===== src/rtl/hazard_ctrl.sv =====
// Pipeline hazard/stall controller. Decodes per-stage enables and flushes
// from the current hazard inputs. Tracks data-memory waits to raise a sticky
// timeout flag, and counts stall cycles in a saturating counter.
module hazard_ctrl #(
  parameter int MEM_TIMEOUT = 64,
  parameter int CNT_W       = 16
) (
  input  logic             clk,
  input  logic             rst,
  input  logic [4:0]       de_rs1,
  input  logic [4:0]       de_rs2,
  input  logic [4:0]       ex_rd,
  input  logic             ex_memread,
  input  logic             ex_branch_tkn,
  input  logic             mem_req,
  input  logic             mem_ready,
  output logic             pc_enable,
  output logic             fd_enable,
  output logic             de_enable,
  output logic             fd_flush,
  output logic             de_flush,
  output logic [CNT_W-1:0] stall_count,
  output logic             mem_timeout
);

  localparam int WC_W = (MEM_TIMEOUT > 1) ? $clog2(MEM_TIMEOUT) : 1;
  localparam logic [WC_W-1:0] WC_LAST = WC_W'(MEM_TIMEOUT - 1);

  localparam logic [0:0] RUN      = 1'b0;
  localparam logic [0:0] MEM_WAIT = 1'b1;

  logic [0:0]      state;
  logic [WC_W-1:0] wait_cnt;
  logic            freeze;
  logic            load_use;

  assign freeze   = mem_req && !mem_ready;
  assign load_use = ex_memread && (ex_rd != 5'd0) &&
                    ((ex_rd == de_rs1) || (ex_rd == de_rs2));

  // Prioritised enable/flush decode: a frozen pipe never takes a flush, and a
  // taken branch outranks load-use because the stalled instruction is squashed.
  always_comb begin
    pc_enable = 1'b1;
    fd_enable = 1'b1;
    de_enable = 1'b1;
    fd_flush  = 1'b0;
    de_flush  = 1'b0;
    if (freeze) begin
      pc_enable = 1'b0;
      fd_enable = 1'b0;
      de_enable = 1'b0;
    end else if (ex_branch_tkn) begin
      fd_flush = 1'b1;
      de_flush = 1'b1;
    end else if (load_use) begin
      pc_enable = 1'b0;
      fd_enable = 1'b0;
      de_flush  = 1'b1;
    end
  end

  // Memory-wait tracking. The wait counter stops at its last value, so the
  // timeout flag keeps being re-asserted for as long as the wait lasts.
  always_ff @(posedge clk) begin
    if (!rst) begin
      state       <= RUN;
      wait_cnt    <= '0;
      mem_timeout <= 1'b0;
    end else begin
      case (state)
        RUN: begin
          if (freeze) begin
            state    <= MEM_WAIT;
            wait_cnt <= '0;
          end
        end
        default: begin
          if (!freeze) begin
            state <= RUN;
          end else if (wait_cnt == WC_LAST) begin
            mem_timeout <= 1'b1;
          end else begin
            wait_cnt <= wait_cnt + 1'b1;
          end
        end
      endcase
    end
  end

  // Saturating count of cycles in which the PC is held.
  always_ff @(posedge clk) begin
    if (!rst) begin
      stall_count <= '0;
    end else if (!pc_enable && (stall_count != '1)) begin
      stall_count <= stall_count + 1'b1;
    end
  end

endmodule


===== config.mk =====
export PLATFORM = sky130hd
export DESIGN_NAME = hazard_ctrl
export DESIGN_NICKNAME = d
export VERILOG_FILES = /design/src/rtl/hazard_ctrl.sv
export SDC_FILE = /design/constraint.sdc
export NUM_CORES = 1
export LEC_CHECK = 0
export BUFFER_PORTS_ARGS = -buffer_cell sky130_fd_sc_hd__buf_2
export CORE_AREA = 3 3 63 53
export DETAILED_ROUTE_END_ITERATION = 7
export DIE_AREA = 0 0 66 56
export PLACE_DENSITY = 0.77
export SLEW_MARGIN = 25
export SYNTH_ARGS = -nofsm -noshare
export SYNTH_HDL_FRONTEND = slang
export SYNTH_SLANG_ARGS = --single-unit

===== constraint.sdc =====
create_clock -name clk -period 2.77 [get_ports clk]
set_input_delay 0.4155 -clock clk [delete_from_list [all_inputs] [get_ports clk]]
set_output_delay 0.4155 -clock clk [all_outputs]
set_load 0.05 [all_outputs]

# Word-level counts from Yosys, hierarchy flattened
# Index checks and enable logic that the tools add are counted.
# op_classes
eq_ne	5
reduce_logical	10
div	0
n_shift	0
n_bitwise	0
n_mux	14
n_lt_le_gt_ge	0
n_mul	0
addsub	2
# op_table
op	n
$mux W6	4
$add A16 B1 Y16 const B	1
$ne A16 B16 Y1 const B	1
$eq A5 B5 Y1	2
$mux W1	10
$add A6 B1 Y6 const B	1
$eq A6 B6 Y1 const B	1
$reduce_bool A5 Y1	1
$logic_and A1 B1 Y1	4
$reduce_and A3 Y1	1
$logic_not A1 Y1	2
$ne A2 B2 Y1 const B	1
$reduce_and A2 Y1	1
$logic_or A1 B1 Y1	1
# word_totals
wordCells	35
latchBits	0
ram_bits	0
romBits	0
mem_count	0
register_bits	24
output_inout_bits	22

# Logic depth before layout (Yosys ltp)
# Gate-level depths: netlist of the first run.
# depth
ltp_word	8
ltp_mapped	9
ltp_nobuf	7

# Least setup slack after synthesis of the first run
# OpenSTA, ideal clock, no wires.
# synth_timing
kind	input-to-output
from	input mem_ready
to	output pc_enable
slack_ns	0.176
arrival_time_ns	2.178
stages	7
t_required_ns	2.355
n_path_buf	4
cell_sequence	nand2b_1 -> clkbuf_1 -> o31ai_4 -> inv_2 -> buf_6 -> buf_2 -> buf_4
# synth_via
elab_chain_len	3
# synth_rtl
item	line_no	text
start: declaration	16	input logic mem_ready,
$logic_not A1 Y1	37	assign freeze = mem_req && !mem_ready;
$logic_and A1 B1 Y1	37	
$mux W1	n/a	
end: declaration	17	output logic pc_enable,
# Every way passes these cells.

# Worst setup path after layout of the first run
# layout_timing
from	input ex_rd[1]
to	output fd_enable
# layout_via
elab_chain_len	6
elab_cells_between_ends	9
cone_classes	2 x eq/ne; 3 x mux; 4 x reduce/logical
# layout_rtl
item	line_no	text
start: declaration	12	input logic [4:0] ex_rd,
$eq A5 B5 Y1 or $reduce_bool A5 Y1 (tied branches)	39, 38	
$logic_or A1 B1 Y1 or $logic_and A1 B1 Y1 (tied branches)	39, 38	
$logic_and A1 B1 Y1 *	38	assign load_use = ex_memread && (ex_rd != 5'd0) &&
$mux W1 *	56	end else if (load_use) begin
$mux W1 *	53	end else if (ex_branch_tkn) begin
$mux W1 *	49	if (freeze) begin
end: declaration	18	output logic fd_enable,
# Mark *: on every way between the ends. The rest lies on a longest branch, timed or not.

==> qor.txt, run 1 <==
RSZ-0062 raised after global routing -> no
Critical path startpoint category -> input port
WHS -> 0.433 ns
Drt first pass iters -> 4
Finish-stage setup viols -> 0
Most frequent cells in the layout -> 42 x buf_2, 24 x dfxtp_1, 18 x nor2_1
Die area -> 3700 sq um
Post-CTS Setup Repair Bufs -> 0
Max Cap Viol -> 0
Relative slew margins -> 69.3%
Clock latency on the worst-skew pair -> 0.32 ns
Worst-path fanout max -> 25
Post-CTS resize count -> 0
ANT cells -> 0
Pwr Density -> 431 nW/um^2
Clock sinks -> 24
Die Height -> 56 um
H-tree depth -> 1
Post-DP HPWL -> 2330 um
Number of flops mapped to enable cells by yosys -> 0
Syn nets -> 184
Core Region -> 2740 sq um
Worst Setup Path Type -> input port to primary output
Maximum vdd drop -> 0.000305 V
Total track usage -> 17.1%
GP Congestion -> 0.781
Min Clock Period, post-route -> 2.49 ns
Die Wd -> 66 um
Pin count of the biggest net entering global routing -> 26
Final Hold Viols -> 0
Ys async rst share -> 0%
Worst slew pin tran -> 0.456 ns
Syn Area/Cell -> 8.45 sq um
Commonest non-fill, non-tap cell in the layout -> buf_2
Static Leak -> 0.669 nW
Area Growth Syn to Fin -> 20.1%
Ys Warns -> 0
Clk_skew -> 0.00210 ns
CTS Hold Bufs -> 0
Cell Area, Synth -> 1360 sq um
Crit path largest cell delay -> 0.52 ns
DRT Wirelength -> 3050 um
Fin Setup TNS -> 0 ns
CTS root buf -> clkbuf_4
Unique masters post-synth -> 39
Status -> complete, no violations
WP data arrival -> 2.08 ns
Post-synthesis sequential area ratio -> 35.3%
Initial cell density of the core -> 49.6%
1st-iter DRT viols -> 90
Nets -> 222
#FFs+latches synth -> 24
Fmax -> 401 MHz
Vias per inst -> 5.56
Crit-path leading delay family -> buffers and inverters
CTS tree -> done
Primary FF master, synth -> dfxtp_1
DR DRC count -> 0
ANT nets after route -> 0
Worst EP required -> 2.35 ns
Kind of end point of the critical path -> primary output
Routed WL per cell -> 12.9 um
Final period util -> 90.0%
I/O pins -> 43
Cells after Synth -> 161
Worst-path clk slew -> 0.13 ns
Number of global-route vias before repair -> 1170
Via count -> 1313
First-pass GRT wire length -> 5150 um
Max clock buf depth -> 2
Port buffer count -> 42
Crit path top cell by count -> buf_2
Std-Cell Rows -> 17
Overflow after GRT -> 0
Proportion of layout cells with a drive suffix above 1 -> 27.3%
Max Slew Vio Count -> 0
Slowest cell on crit path -> or4_1
Fillers -> 250
Worst path buffer plus inverter count -> 3
Antenna violations before repair -> 0
Total CTS buffers -> 3
CP Cell Sequence -> buf_2 > or4_1 > o21ai_1 > o31ai_4 > inv_2 > buf_2
Hold WC Path Type -> input port to flip-flop
## cells in the mapped netlist (3+ instances only)
library cell | n | area share, %
dfxtp_1 | 24 | 35
nor2_1 | 18 | 5.0
xor2_1 | 14 | 9.0
a21oi_1 | 10 | 3.7
nand2_1 | 10 | 2.8
nand4_1 | 9 | 4.1
clkbuf_1 | 7 | 1.9
nand3_1 | 7 | 2.6
or4_1 | 7 | 3.9
o31ai_1 | 6 | 3.3
mux2i_1 | 5 | 3.7
nand2b_1 | 5 | 2.3
and3_1 | 4 | 1.8
nor4_1 | 3 | 1.4
## per-stage QoR
| stage | total power [W] | std cells | util (%) | setup WS [ns] | cell area [sq um] |
|---|---|---|---|---|---|
| detailed placement | 0.000457 | 232 | 57.6 | 0.287 | 1580 |
| finish | 0.000704 | 236 | 59.6 | 0.277 | 1630 |
| floorplan | 0.000430 | 161 | - | 0.176 | 1360 |
| global route | 0.000733 | 236 | 59.6 | 0.179 | 1630 |
| global placement | 0.000455 | 232 | 57.6 | 0.324 | 1580 |
| CTS | 0.000711 | 236 | 59.6 | 0.283 | 1630 |
## per-layer routing
layer | track usage (%) | wire (um) | up-vias
met4 | 1.74 | 9 | 0
met1 | 22.5 | 1360 | 620
met5 | 0 | 0 | -
met2 | 28.9 | 1560 | 24
met3 | 4.24 | 118 | 2
li1 | - | - | 667
## final cells by class
| type | instances | area (sq um) | area share [%] |
|---|---|---|---|
| well taps | 38 | 47.5 | 2.91 |
| clock buffers | 3 | 22.5 | 1.38 |
| clock inverters | 1 | 30.0 | 1.84 |
| multi-input cells | 124 | 825 | 50.5 |
| inverters | 3 | 11.3 | 0.689 |
| repair buffers | 43 | 218 | 13.3 |
| flip-flops and latches | 24 | 480 | 29.4 |
## power breakdown
part / switching (W) / internal, W
clock: 0.000108 / 0.000146
combinational: 0.0000655 / 0.0000320
sequential: 0.00000320 / 0.000349
## path summary, 6_finish.rpt
kind	startpoint	to	slack, ns	cells after the start
worst max-delay path	ex_rd[1]	fd_enable	0.28	6
worst min-delay path	rst	stall_count[14]	0.43	2
worst max register to register	stall_count[0]	stall_count[8]	0.65	7
worst min register to register	mem_timeout	mem_timeout	0.49	2
## registers in the layout, indices dropped and copies added, names as in the netlist
| name | cells |
|---|---|
| stall_count | 16 |
| wait_cnt | 6 |
| mem_timeout | 1 |
| state | 1 |
## cells by family after synthesis
logic type	share of synthesized area [%]
simple gates	30.3
compound gates	14.7
flops	35.3
xor+xnor	9.66
buf+inv	4.51
mux	3.68
fa+ha+maj	1.84
No activity file was read; power rests on OpenSTA's default activity.
==> run 2: changes to the inputs <==
Settings changed: CORE_AREA 3 3 63 53 to 3 3 74 62, DIE_AREA 0 0 66 56 to 0 0 77 65, MAX_ROUTING_LAYER set to met4, PLACE_DENSITY 0.77 to not set, PLACE_DENSITY_LB_ADDON set to 0.15.
==> run 2 against run 1 <==
- clock power increased by 23%
- hold slack improved by 0.038 ns
- total power grew 8.2%
- sequential share of layout area is 0.83 points lower
- global-route usage is 3.1 points lower
- largest cell class unchanged
==> qor.txt, run 2 (synthesized netlist as in run 1, its figures left out) <==
Hold path start -> mem_timeout
Int Pwr -> 0.000574 W (+8.8%)
WP depth -> 6 (unchanged)
Slowest cell on crit path -> or4_1
Proportion of layout cells with a drive suffix above 1 -> 27.6% (+0.37 points)
Sequential share of power -> 46.1% (-3.9 points)
Std-Cell Rows -> 20 (+3)
Worst setup margin -> 0.246 ns (-0.0303 ns)
Via count -> 1308 (-0.38%)
Critical path startpoint category -> input port
Area Growth Syn to Fin -> 23.6%
Port buffer count -> 42 (unchanged)
ANT cells -> 0 (unchanged)
I/O pins -> 43 (unchanged)
Worst R2R Path Depth -> 6 (-1)
Die Wd -> 77 um (+17%)
Final instance area -> 1680 sq um (+2.9%)
Hold WC Path Type -> flip-flop to flip-flop
Largest Register -> stall_count
WP data arrival -> 2.11 ns (+0.03 ns)
Max Slew Vio Count -> 0 (unchanged)
Reg2reg start -> stall_count[0]
Crit-path leading delay family -> buffers and inverters
Clock sinks -> 24 (unchanged)
CP Cell Sequence -> buf_2 > or4_1 > o21ai_1 > o31ai_4 > inv_2 > buf_2
R2R Path End -> stall_count[15]
Combinational Power Share -> 13.0% (-0.8 points)
RSZ-0062 raised after global routing -> no
H-tree depth -> 1 (unchanged)
Worst path buffer plus inverter count -> 3 (unchanged)
Relative slew margins -> 57.6% (-12 points)
Clk_skew -> 0.00520 ns (+0.00311 ns)
Maximum vdd drop -> 0.000273 V (-11%)
DRT Wirelength -> 3330 um (+9.3%)
Die area -> 5010 sq um (+35%)
CTS tree -> done
Commonest non-fill, non-tap cell in the layout -> buf_2
Total CTS buffers -> 3 (unchanged)
Nets -> 223 (+0.45%)
Max reg flops -> 16 (unchanged)
Final period util -> 91.1% (+1.1 points)
Max clock buf depth -> 2 (unchanged)
Kind of end point of the critical path -> primary output
Static Leak -> 0.683 nW (+2.0%)
Hold Path Sink -> mem_timeout
Clock latency on the worst-skew pair -> 0.27 ns (-0.05 ns)
Fin Setup TNS -> 0 ns (unchanged)
Hold depth -> 2 (unchanged)
Core Region -> 3830 sq um (+40%)
Status -> complete, no violations
Final Hold Viols -> 0 (unchanged)
Max Cap Viol -> 0 (unchanged)
Fillers -> 402 (+61%)
Switching part of the total -> 24.7% (-0.42 points)
Sw power -> 0.000188 W (+6.4%)
WHS -> 0.471 ns (+0.0384 ns)
ANT nets after route -> 0 (unchanged)
Pwr Density -> 453 nW/um^2 (+5.2%)
Top Registers -> stall_count (16), wait_cnt (6)
Min Clock Period, post-route -> 2.52 ns (+0.0303 ns)
Vias per inst -> 5.15 (-7.4%)
GP Congestion -> 0.804 (+3.0%)
Pre-CTS WS -> 0.254 ns (-0.0333 ns)
Overflow after GRT -> 0 (unchanged)
First-pass GRT wire length -> 5550 um (+7.9%)
Drt first pass iters -> 4 (unchanged)
Crit path largest cell delay -> 0.51 ns (about the same)
Worst Setup Path Type -> input port to primary output
Initial cell density of the core -> 35.5% (-14 points)
Pin count of the biggest net entering global routing -> 26 (unchanged)
Antenna violations before repair -> 0 (unchanged)
Die Height -> 65 um (+16%)
Post-CTS resize count -> 0 (unchanged)
Worst-path fanout max -> 25 (unchanged)
Worst-path clk slew -> 0.09 ns (-0.04 ns)
Worst slew pin tran -> 0.630 ns (+0.174 ns)
Number of global-route vias before repair -> 1228 (+5.0%)
Fmax -> 396 MHz (-1.2%)
Clock network fraction of total power -> 40.9% (+4.8 points)
Post-CTS Setup Repair Bufs -> 0 (unchanged)
Most frequent cells in the layout -> 42 x buf_2, 24 x dfxtp_1, 18 x nor2_1
Routed WL per cell -> 13.1 um (+1.5%)
1st-iter DRT viols -> 44 (-51%)
CTS Hold Bufs -> 0 (unchanged)
Post-DP HPWL -> 2550 um (+9.5%)
CTS root buf -> clkbuf_8
Worst EP required -> 2.35 ns (about the same)
Finish-stage setup viols -> 0 (unchanged)
DR DRC count -> 0 (unchanged)
Total track usage -> 14.0% (-3.1 points)
R2R Setup Slk -> 0.66 ns (about the same)
Dpl cell area -> 1610 sq um (+1.8%)
Crit path top cell by count -> buf_2
[run 2: power groups by stage]
stage               clock (W)  combinational, W  sequential, W
floorplan                   0         0.0000645       0.000365
global placement            0         0.0000971       0.000359
detailed placement          0         0.0000990       0.000360
CTS                  0.000318         0.0000993       0.000351
global route         0.000335          0.000108       0.000352
finish               0.000312         0.0000986       0.000351
[run 2: final cells by class]
cell class / count / area [sq um] / area share [%]
well taps: 55 / 68.8 / 4.09
clock buffers: 3 / 41.3 / 2.46
repair buffers: 44 / 225 / 13.4
inverters: 3 / 11.3 / 0.670
flip-flops and latches: 24 / 480 / 28.6
clock inverters: 1 / 30.0 / 1.79
multi-input cells: 124 / 825 / 49.0
[run 2: worst min-delay path: cells and delay by family (launching register included)]
kind	cells	cell delay [ns]
flops	1	0.33
simple gates	2	0.11
[run 2: layer usage]
metal | part of all wire [%] | track usage, %
met1 | 50 | 18.2
met2 | 44 | 22.0
met3 | 5.1 | 3.89
met4 | 0.45 | 2.67
met5 | 0 | -
[run 2: how the worst max path moves through the flow]
stage	from	end	slack, ns
6_report	ex_rd[1]	pc_enable	0.25
5_1_grt	ex_rd[1]	pc_enable	0.16
4_1_cts	ex_rd[1]	fd_enable	0.26
3_5_place_dp	ex_rd[1]	fd_enable	0.25
3_3_place_gp	ex_rd[1]	fd_enable	0.29
2_1_floorplan	mem_ready	pc_enable	0.18
[run 2: per-stage QoR]
| stage | total power (W) | util [%] | cells |
|---|---|---|---|
| floorplan | 0.000430 | - | 161 |
| global placement | 0.000457 | 42.1 | 250 |
| detailed placement | 0.000459 | 42.1 | 250 |
| CTS | 0.000768 | 43.9 | 254 |
| global route | 0.000796 | 43.9 | 254 |
| finish | 0.000762 | 43.9 | 254 |
